<file path="src/rtl/change_dispenser_if.sv">
// Payout-side bundle between the vending controller, the coin hopper and the dispenser.
// Combinational only: it carries wires and adds no latency.
// The hopper paces the dispenser through coin_ack, and busy tells the controller when req is ignored.
interface change_dispenser_if #(
  parameter int CNT_W = 4
);
  logic             req;
  logic             purchase;
  logic [1:0]       cash_return;
  logic             coin_ack;
  logic             refill5;
  logic             refill10;
  logic             busy;
  logic             vend;
  logic             coin5_out;
  logic             coin10_out;
  logic             done;
  logic             short_change;
  logic             fault;
  logic [CNT_W-1:0] c5_count;
  logic [CNT_W-1:0] c10_count;

  // Dispenser side
  modport slave (
    input  req, purchase, cash_return, coin_ack, refill5, refill10,
    output busy, vend, coin5_out, coin10_out, done, short_change, fault,
           c5_count, c10_count
  );

  // Controller / hopper / bench side
  modport master (
    output req, purchase, cash_return, coin_ack, refill5, refill10,
    input  busy, vend, coin5_out, coin10_out, done, short_change, fault,
           c5_count, c10_count
  );
endinterface

</file>
<file path="src/rtl/change_dispenser.sv">
// Releases the product and pays change one coin at a time from a 5tk/10tk inventory.
// vend comes 1 cycle after req; the first coin request comes 2 cycles after req (3 cycles with a purchase).
// Each coin is held until coin_ack, a silent hopper latches a sticky fault, and req is ignored while busy.
module change_dispenser #(
  parameter int INIT_C5     = 8,
  parameter int INIT_C10    = 4,
  parameter int CNT_W       = 4,
  parameter int ACK_TIMEOUT = 15
) (
  input  logic                 clock,
  input  logic                 reset,
  change_dispenser_if.slave    bus
);

  localparam int               TMO_W   = $clog2(ACK_TIMEOUT + 1);
  localparam logic [CNT_W-1:0] CNT_MAX = '1;

  typedef enum logic [2:0] {
    IDLE, VEND, PAY, WAIT_ACK, DONE, FAULT
  } state_t;

  state_t           state_q, state_d;
  logic [1:0]       rem_q, rem_d;          // change still owed, in units of 5tk
  logic             sel10_q, sel10_d;      // coin currently requested: 1 = 10tk, 0 = 5tk
  logic [TMO_W-1:0] tmo_q, tmo_d;          // cycles spent waiting for coin_ack
  logic             short_q, short_d;
  logic             fault_q, fault_d;
  logic             busy_q, busy_d;
  logic             vend_q, vend_d;
  logic             coin5_q, coin5_d;
  logic             coin10_q, coin10_d;
  logic             done_q, done_d;
  logic [CNT_W-1:0] c5_q, c5_d;
  logic [CNT_W-1:0] c10_q, c10_d;
  logic             dec5, dec10;

  // A simultaneous refill and dispense cancel out; refills stop at the counter maximum.
  function automatic logic [CNT_W-1:0] inv_next(input logic [CNT_W-1:0] cur,
                                                input logic inc, input logic dec);
    logic [CNT_W-1:0] nxt;
    nxt = cur;
    if (inc && !dec && cur != CNT_MAX) nxt = cur + 1'b1;
    else if (dec && !inc)              nxt = cur - 1'b1;
    return nxt;
  endfunction

  // Next-state logic: transaction sequencing, coin selection and the ack watchdog
  always_comb begin
    state_d = state_q;
    rem_d   = rem_q;
    sel10_d = sel10_q;
    tmo_d   = tmo_q;
    short_d = short_q;
    fault_d = fault_q;
    dec5    = 1'b0;
    dec10   = 1'b0;
    case (state_q)
      IDLE: begin
        if (bus.req) begin
          rem_d   = bus.cash_return;
          short_d = 1'b0;
          state_d = bus.purchase ? VEND : PAY;
        end
      end
      VEND: state_d = PAY;
      PAY: begin
        tmo_d = '0;
        if (rem_q == 2'd0) begin
          state_d = DONE;
        end else if (rem_q >= 2'd2 && c10_q != '0) begin
          sel10_d = 1'b1;
          state_d = WAIT_ACK;
        end else if (c5_q != '0) begin
          sel10_d = 1'b0;
          state_d = WAIT_ACK;
        end else begin
          short_d = 1'b1;
          state_d = DONE;
        end
      end
      WAIT_ACK: begin
        if (bus.coin_ack) begin
          if (sel10_q) begin
            dec10 = 1'b1;
            rem_d = rem_q - 2'd2;
          end else begin
            dec5  = 1'b1;
            rem_d = rem_q - 2'd1;
          end
          tmo_d   = '0;
          state_d = PAY;
        end else if (tmo_q == TMO_W'(ACK_TIMEOUT - 1)) begin
          tmo_d   = tmo_q + 1'b1;
          fault_d = 1'b1;
          state_d = FAULT;
        end else begin
          tmo_d = tmo_q + 1'b1;
        end
      end
      DONE:    state_d = IDLE;
      FAULT:   state_d = FAULT;
      default: state_d = IDLE;
    endcase

    // Outputs are decoded from the next state so that the registered copies line up with state_q.
    busy_d   = (state_d != IDLE);
    vend_d   = (state_d == VEND);
    coin5_d  = (state_d == WAIT_ACK) && !sel10_d;
    coin10_d = (state_d == WAIT_ACK) &&  sel10_d;
    done_d   = (state_d == DONE);
    c5_d     = inv_next(c5_q,  bus.refill5,  dec5);
    c10_d    = inv_next(c10_q, bus.refill10, dec10);
  end

  // State, counters and registered outputs; reset also aborts any coin in flight
  always_ff @(posedge clock or posedge reset) begin
    if (reset) begin
      state_q  <= IDLE;
      rem_q    <= '0;
      sel10_q  <= 1'b0;
      tmo_q    <= '0;
      short_q  <= 1'b0;
      fault_q  <= 1'b0;
      busy_q   <= 1'b0;
      vend_q   <= 1'b0;
      coin5_q  <= 1'b0;
      coin10_q <= 1'b0;
      done_q   <= 1'b0;
      c5_q     <= CNT_W'(INIT_C5);
      c10_q    <= CNT_W'(INIT_C10);
    end else begin
      state_q  <= state_d;
      rem_q    <= rem_d;
      sel10_q  <= sel10_d;
      tmo_q    <= tmo_d;
      short_q  <= short_d;
      fault_q  <= fault_d;
      busy_q   <= busy_d;
      vend_q   <= vend_d;
      coin5_q  <= coin5_d;
      coin10_q <= coin10_d;
      done_q   <= done_d;
      c5_q     <= c5_d;
      c10_q    <= c10_d;
    end
  end

  assign bus.busy         = busy_q;
  assign bus.vend         = vend_q;
  assign bus.coin5_out    = coin5_q;
  assign bus.coin10_out   = coin10_q;
  assign bus.done         = done_q;
  assign bus.short_change = short_q;
  assign bus.fault        = fault_q;
  assign bus.c5_count     = c5_q;
  assign bus.c10_count    = c10_q;

endmodule
</file>
<file path="src/flat_wrapper.sv">
// flat-port wrapper written by rule: the top's interface ports become plain ports
module change_dispenser_flat 
#(
  parameter int INIT_C5     = 8,
  parameter int INIT_C10    = 4,
  parameter int CNT_W       = 4,
  parameter int ACK_TIMEOUT = 15
)
  (clock, reset, bus_req, bus_purchase, bus_cash_return, bus_coin_ack, bus_refill5, bus_refill10, bus_busy, bus_vend, bus_coin5_out, bus_coin10_out, bus_done, bus_short_change, bus_fault, bus_c5_count, bus_c10_count);
  change_dispenser_if #(.CNT_W(CNT_W)) bus_i ();
  input  logic clock;
  input  logic reset;
  input wire logic [$bits(bus_i.req)-1:0] bus_req;
  input wire logic [$bits(bus_i.purchase)-1:0] bus_purchase;
  input wire logic [$bits(bus_i.cash_return)-1:0] bus_cash_return;
  input wire logic [$bits(bus_i.coin_ack)-1:0] bus_coin_ack;
  input wire logic [$bits(bus_i.refill5)-1:0] bus_refill5;
  input wire logic [$bits(bus_i.refill10)-1:0] bus_refill10;
  output wire logic [$bits(bus_i.busy)-1:0] bus_busy;
  output wire logic [$bits(bus_i.vend)-1:0] bus_vend;
  output wire logic [$bits(bus_i.coin5_out)-1:0] bus_coin5_out;
  output wire logic [$bits(bus_i.coin10_out)-1:0] bus_coin10_out;
  output wire logic [$bits(bus_i.done)-1:0] bus_done;
  output wire logic [$bits(bus_i.short_change)-1:0] bus_short_change;
  output wire logic [$bits(bus_i.fault)-1:0] bus_fault;
  output wire logic [$bits(bus_i.c5_count)-1:0] bus_c5_count;
  output wire logic [$bits(bus_i.c10_count)-1:0] bus_c10_count;
  assign bus_i.req = bus_req;
  assign bus_i.purchase = bus_purchase;
  assign bus_i.cash_return = bus_cash_return;
  assign bus_i.coin_ack = bus_coin_ack;
  assign bus_i.refill5 = bus_refill5;
  assign bus_i.refill10 = bus_refill10;
  assign bus_busy = bus_i.busy;
  assign bus_vend = bus_i.vend;
  assign bus_coin5_out = bus_i.coin5_out;
  assign bus_coin10_out = bus_i.coin10_out;
  assign bus_done = bus_i.done;
  assign bus_short_change = bus_i.short_change;
  assign bus_fault = bus_i.fault;
  assign bus_c5_count = bus_i.c5_count;
  assign bus_c10_count = bus_i.c10_count;
  change_dispenser #(.INIT_C5(INIT_C5), .INIT_C10(INIT_C10), .CNT_W(CNT_W), .ACK_TIMEOUT(ACK_TIMEOUT)) u_core (.clock(clock), .reset(reset), .bus(bus_i));
endmodule
</file>
<file path="config.mk">
export PLATFORM = sky130hd
export DESIGN_NAME = change_dispenser_flat
export DESIGN_NICKNAME = d
export VERILOG_FILES = /design/src/rtl/change_dispenser_if.sv /design/src/rtl/change_dispenser.sv /design/src/flat_wrapper.sv
export SDC_FILE = /design/constraint.sdc
export NUM_CORES = 1
export LEC_CHECK = 0
export BUFFER_PORTS_ARGS = -buffer_cell sky130_fd_sc_hd__buf_2
export CAP_MARGIN = 20
export CORE_MARGIN = 2
export CORE_UTILIZATION = 55
export DETAILED_ROUTE_END_ITERATION = 10
export GPL_ROUTABILITY_DRIVEN = 0
export MAX_ROUTING_LAYER = met4
export PLACE_DENSITY = 0.85
export SLEW_MARGIN = 40
export SYNTH_ARGS = -nofsm -noshare
export SYNTH_HDL_FRONTEND = slang
export SYNTH_SLANG_ARGS = --single-unit
</file>
<file path="constraint.sdc">
create_clock -name clock -period 2.17 [get_ports clock]
set_input_delay 0.5425 -clock clock [delete_from_list [all_inputs] [get_ports clock]]
set_output_delay 0.5425 -clock clock [all_outputs]
set_load 0.03 [all_outputs]
</file>
Word-level counts from Yosys, hierarchy flattened
Cells that the tools add are included.
{"block": "op_classes", "n_addsub": 7, "n_lt_le_gt_ge": 1, "eq_ne": 15, "muxes": 33, "bitwise_logic": 1, "reduce_logical": 27}
{"cell": "$mux W4", "n": 5}
{"cell": "$mux W3", "n": 6}
{"cell": "$pmux W3 S5", "n": 1}
{"cell": "$mux W1", "n": 14}
{"cell": "$add A4 B1 Y4 const B", "n": 3}
{"cell": "$ne A2 B2 Y1 const B", "n": 5}
{"cell": "$reduce_bool A2 Y1", "n": 5}
{"cell": "$eq A3 B2 Y1 const B", "n": 3}
{"cell": "$logic_and A1 B1 Y1", "n": 9}
{"cell": "$mux W2", "n": 4}
{"cell": "$ne A4 B4 Y1 const B", "n": 2}
{"cell": "$pmux W4 S2", "n": 1}
{"cell": "$reduce_bool A4 Y1", "n": 2}
{"cell": "$sub A4 B1 Y4 const B", "n": 2}
{"cell": "$eq A3 B1 Y1 const B", "n": 2}
{"cell": "$eq A3 B3 Y1 const B", "n": 2}
{"cell": "$reduce_and A3 Y1", "n": 2}
{"cell": "$logic_not A1 Y1", "n": 5}
{"cell": "$reduce_and A5 Y1", "n": 1}
{"cell": "$eq A4 B4 Y1 const B", "n": 1}
{"cell": "$pmux W2 S2", "n": 1}
{"cell": "$logic_not A3 Y1", "n": 1}
{"cell": "$reduce_bool A3 Y1", "n": 1}
{"cell": "$ge A2 B2 Y1 const B", "n": 1}
{"cell": "other kinds (5)", "n": 5}
{"block": "word_totals", "reg_bits": 25, "out_inout_bits": 15, "wordCells": 97}

Longest topological paths before layout
{"block": "logic_depth", "ltp_word": 7, "ltp_mapped": 8, "mapped_depth_nobuf": 7}

Least setup slack after synthesis
Ideal clock, no wire load.
{"block": "synth_path", "path_kind": "input port to flip-flop", "from": "in bus_coin_ack", "to": "reg u_core.c10_q[3], in the netlist u_core.bus.c10_count[3]", "setup_time_ps": 80, "arrival_time_ps": 1960, "required_ps": 2090, "setup_slack_ps": 130, "path_stages": 8, "path_buffers": 1, "path_cell_list": "buf_2 nand2_1 o211ai_2 ha_1 a21o_1 a21oi_1 mux2i_1 xor2_1"}
{"block": "synth_via", "elab_chain_cells": 6}
{"item": "start, declared", "line": "flat_wrapper.sv:16", "rtl": "input wire logic [$bits(bus_i.coin_ack)-1:0] bus_coin_ack;"}
{"item": "$mux W1 *", "line": "change_dispenser.sv:82", "rtl": "if (bus.coin_ack) begin"}
{"item": "$mux W1 *", "line": "change_dispenser.sv:57", "rtl": "case (state_q)"}
{"item": "$logic_not A1 Y1", "line": "change_dispenser.sv:42", "rtl": "if (inc && !dec && cur != CNT_MAX) nxt = cur + 1'b1;"}
{"item": "$logic_and A1 B1 Y1 (2 in series)", "line": "change_dispenser.sv:42"}
{"item": "$mux W4 or $reduce_bool A2 Y1 (tied branches)"}
{"item": "end signal, assigned", "line": "change_dispenser.sv:130", "rtl": "c10_q <= CNT_W'(INIT_C10);"}
{"item": "end, declared", "line": "change_dispenser.sv:34", "rtl": "logic [CNT_W-1:0] c10_q, c10_d;"}
Mark *: on every way between the ends. The rest lies on a longest branch, timed or not.
A chain may end at the register's enable or synchronous reset.

Worst setup path in the final report
{"block": "layout_path", "from": "reg u_core.state_q[2]", "to": "reg u_core.c10_q[3], in the netlist u_core.bus.c10_count[3]"}
{"block": "layout_via", "elab_chain_cells": 6}
{"item": "start, declared", "line": "change_dispenser.sv:22", "rtl": "state_t state_q, state_d;"}
{"item": "start signal, assigned", "line": "change_dispenser.sv:132", "rtl": "state_q <= state_d;"}
{"item": "$eq A3 B2 Y1 *", "line": "change_dispenser.sv:57"}
{"item": "$mux W1 *", "line": "change_dispenser.sv:57"}
{"item": "$logic_not A1 Y1", "line": "change_dispenser.sv:42"}
{"item": "$logic_and A1 B1 Y1 (2 in series)", "line": "change_dispenser.sv:42"}
{"item": "$mux W4 or $reduce_bool A2 Y1 (tied branches)"}
Marks and branches as above.

==> results by stage <==
Critical path:
- The kind of start point of the critical path is a flip-flop.
- Along the worst path, the maximum fanout reaches 9.
- STA classifies the critical path endpoint as a flip-flop.
- At the worst endpoint, the arrival time is 2.20 ns.
- The category of the critical setup timing path is flip-flop to flip-flop.
- The startpoint identified for the worst register-to-register timing path is u_core.state_q[2].
- The setup slack of the worst register-to-register path is 0.23 ns.
- The endpoint identified for the worst register-to-register timing path is u_core.bus.c10_count[3].
- The required time reported for the critical path endpoint is around 2.4 ns.
- The number of cells on the worst reg-to-reg path is 7.

Status:
- The run finished with clean final reports.

Floorplan:
- Pin placement for this block handled 24 I/O pins.
- The floorplan row count is 18.
- The overall die area is 3097 sq um.
- The core region area is 2500 sq um.
- Once the floorplan was initialized, standard cells occupied 58.71% of the core.
- The die height is 55.66 microns.
- Measured along the x axis, the die boundary spans 55.66 microns.

STA:
- The worst path uses 89.58% of the clock period.
- The worst relative slew slack is between 70% and 80%.
- Adding up every negative setup slack in the final design gives 0 ns.
- The count of pins over their slew limit is 0.
- At the pin with the least slew margin, the transition time is 0.3881 ns.
- The number of hold-slack violations in the final timing report came to 0.
- In the post-route analysis, the smallest setup slack over all paths is 0.2261 ns.
- Hold is met by roughly 0.25 ns.
- The largest clock skew in the final design is 0.002986 ns.
- Setup violations remaining at the end of the flow were counted as 0.
- The shortest period the worst path allows is 1.944 ns.
- Setup repair after global routing left no endpoint under its margin.
- The maximum achievable frequency is 514.4 MHz.

Placement:
- The count of placed standard cells including taps is a little under 200.
- In this run the cell area measured after placement is about 1700 sq um.
- Timing analysis after detailed placement gives a worst setup slack of around 0.047 ns.
- Detailed placement finished with a half-perimeter wire length of roughly 2300 microns.
- In this run the tool buffered the top-level ports with 23 buffer cells.

Synth:
- The share of Yosys cell area claimed by the top area cell type is 39.22%.
- The number of enable flip-flop cells after synthesis is 0.
- The largest area contributor in the synthesized netlist is sky130_fd_sc_hd__dfrtp_1.
- For this run, the leading register cell type out of synthesis is sky130_fd_sc_hd__dfrtp_1.
- In the synthesized netlist the async set-or-reset flop fraction comes to 100.0%.
- The number of nets produced by synthesis is 158.
- Sorting the synthesized cells by area gives the leading types as sky130_fd_sc_hd__dfrtp_1 (39%), sky130_fd_sc_hd__ha_1 (6.8%), sky130_fd_sc_hd__dfstp_2 (3.6%).
- The synthesis warning total is 0.
- The sequential-to-total area share from yosys stat is 42.80%.
- The distinct cell type count after synthesis is 47.
- Synthesis produced 139 cells.
- The netlist area before placement is 1468 sq um.
- The post-synthesis average cell area is ~11 sq um.
- The most repeated cell in the gate-level netlist after synthesis is sky130_fd_sc_hd__dfrtp_1.
- The register bit total from synthesis is 25.
- Ranked by instance count, the synthesized netlist is headed by sky130_fd_sc_hd__dfrtp_1 (23), sky130_fd_sc_hd__a21oi_1 (9), sky130_fd_sc_hd__nand2_1 (9).

Cells and area:
- Relative to the synthesized area, the layout overhead comes to 14.92%.
- The fraction of final layout cells with drive strength greater than 1 is between 20% and 30%.
- The number of antenna cells inserted is 0.
- Once layout is done, the placed cells without fillers occupy approximately 1700 sq um.
- Counting the fill cells in the layout gives 202.
- The final non-filler cell total is 198.
- The share of the core filled with cells is 67.47%.
- The final layout net count is around 190.

Clock network:
- The clock drives 25 sinks.
- The TritonCTS clock tree is done.
- The post-CTS clock slew at the launch and capture registers of the worst setup and hold paths is 0.13 ns.
- Buffers inserted during clock tree synthesis total 3.
- The insertion delay of the later-clocked pin in the worst-skew pair is 0.32 ns.
- The level count of the clock H-tree is 1.
- The number of buffers on the longest clock path is 2.
- The clock root buffer is sky130_fd_sc_hd__clkbuf_4.

Min path:
- The min-delay analysis places its worst path in the category primary input to asynchronous set/reset pin.

Global route:
- The first global-routing pass estimated 5202 microns of wire.
- The number of antenna violations at the first check in global routing was 0.
- The global router's overall resource usage is 21.75%.
- The leftover overflow at the end of global routing is 0.
- The largest net degree at the start of global routing is 26.
- The via count of the first global-routing pass is 1152.

Flow run:
- The count of maximum capacitance violations is 0.

Routing:
- The initial detailed-routing violation count is 34.
- In the routed design, unresolved DRC markers number 0.
- The routed design has approximately 3000 microns of wire.
- The number of vias per cell is just under 6.
- The number of nets with antenna violations after routing is 0.
- The average wire length per cell after detail routing is between 15 and 20 microns.
- The detailed-route via count is 1173.
- The pre-antenna-repair detailed-routing pass consisted of 4 iterations.

Power:
- The total power draw is about 2.6 mW.
- The power per unit of standard cell area is 1563 nW/um^2.
- The worst-case IR drop observed on VDD is 0.9798 mV.
- The analysis attributes to cell leakage a power of slightly above 0.8 nW.
## sequential cells by signal, summed over array words and instances (netlist names)
name,flops
u_core.bus.short_change,1
u_core.bus.coin5_out,1
u_core.bus.fault,1
u_core.rem_q,2
u_core.bus.c10_count,4
u_core.sel10_q,1
u_core.state_q,3
u_core.bus.vend,1
u_core.bus.done,1
u_core.bus.busy,1
u_core.bus.c5_count,4
u_core.bus.coin10_out,1
u_core.tmo_q,4
## what timing repair did
action,in CTS,in global routing
buffers inserted,0,0
endpoints found under the setup margin,0,2
resized for setup,0,1
hold buffers,0,0
## critical path, cell delays in order (launching register included)
cell	delay [ns]
sky130_fd_sc_hd__dfrtp_1	0.40
sky130_fd_sc_hd__nand3b_4	0.22
sky130_fd_sc_hd__o211ai_2	0.21
sky130_fd_sc_hd__ha_1	0.26
sky130_fd_sc_hd__a21o_1	0.17
sky130_fd_sc_hd__a21oi_1	0.19
sky130_fd_sc_hd__mux2i_1	0.26
sky130_fd_sc_hd__xor2_1	0.16
## placed cells by master (no fill, tap or decap), drive strengths merged, types with 5 or more instances in the layout
cell type	n
buf	30
dfrtp	23
a21oi	11
nand2	9
nor2	8
ha	8
xor2	6
o21ai	5
## how the worst max path moves through the flow
stage,startpoint,end,slack (ns)
after global routing,u_core.state_q[2],u_core.bus.c10_count[3],0.04
after CTS,u_core.state_q[2],u_core.bus.c10_count[3],0.06
after global placement,bus_coin_ack,u_core.bus.c5_count[3],0.16
after floorplan,bus_coin_ack,u_core.bus.c10_count[3],0.13
final,u_core.state_q[2],u_core.bus.c10_count[3],0.23
after detailed placement,bus_coin_ack,u_core.bus.c10_count[3],0.05
## cell type report
type / instances / area [sq um] / area share (%)
multi-input combinational: 105 / 810.8 / 48.07
sequential: 25 / 628.1 / 37.24
timing repair buffer: 30 / 167.7 / 9.941
tap: 30 / 37.54 / 2.226
clock buffer: 3 / 22.52 / 1.335
inverter: 4 / 15.01 / 0.8902
clock inverter: 1 / 5.005 / 0.2967
## cell families (layout without fill, tap and decap cells)
| kind of cell | count (synthesis) | after routing | share of synthesized area, % |
|---|---|---|---|
| AOI/OAI and AO/OA | 34 | 34 | 16.63 |
| DFF | 25 | 25 | 42.80 |
| buffers and inverters | 9 | 38 | 2.556 |
| and+or+nand+nor | 49 | 49 | 20.46 |
| xor gates and xnor gates | 6 | 6 | 3.581 |
| muxes | 6 | 6 | 4.433 |
| adders and majority gates | 10 | 10 | 9.549 |
## routing by layer
layer,vias to the layer above,part of all wire [%],GRT usage [%],wire length [microns]
met5,-,0,-,0
met4,0,1.7,7.317,52
met3,6,2.9,2.558,87
met2,22,53,37.24,1594
met1,578,43,26.75,1291
li1,567,-,-,-
## power by group
part           switching, mW  leakage, nW  internal [mW]
clock                  0.139       0.0177         0.0690
sequential             0.223        0.308          0.680
combinational          0.888        0.488          0.637
Note: power is estimated with default switching activity, not from simulation.
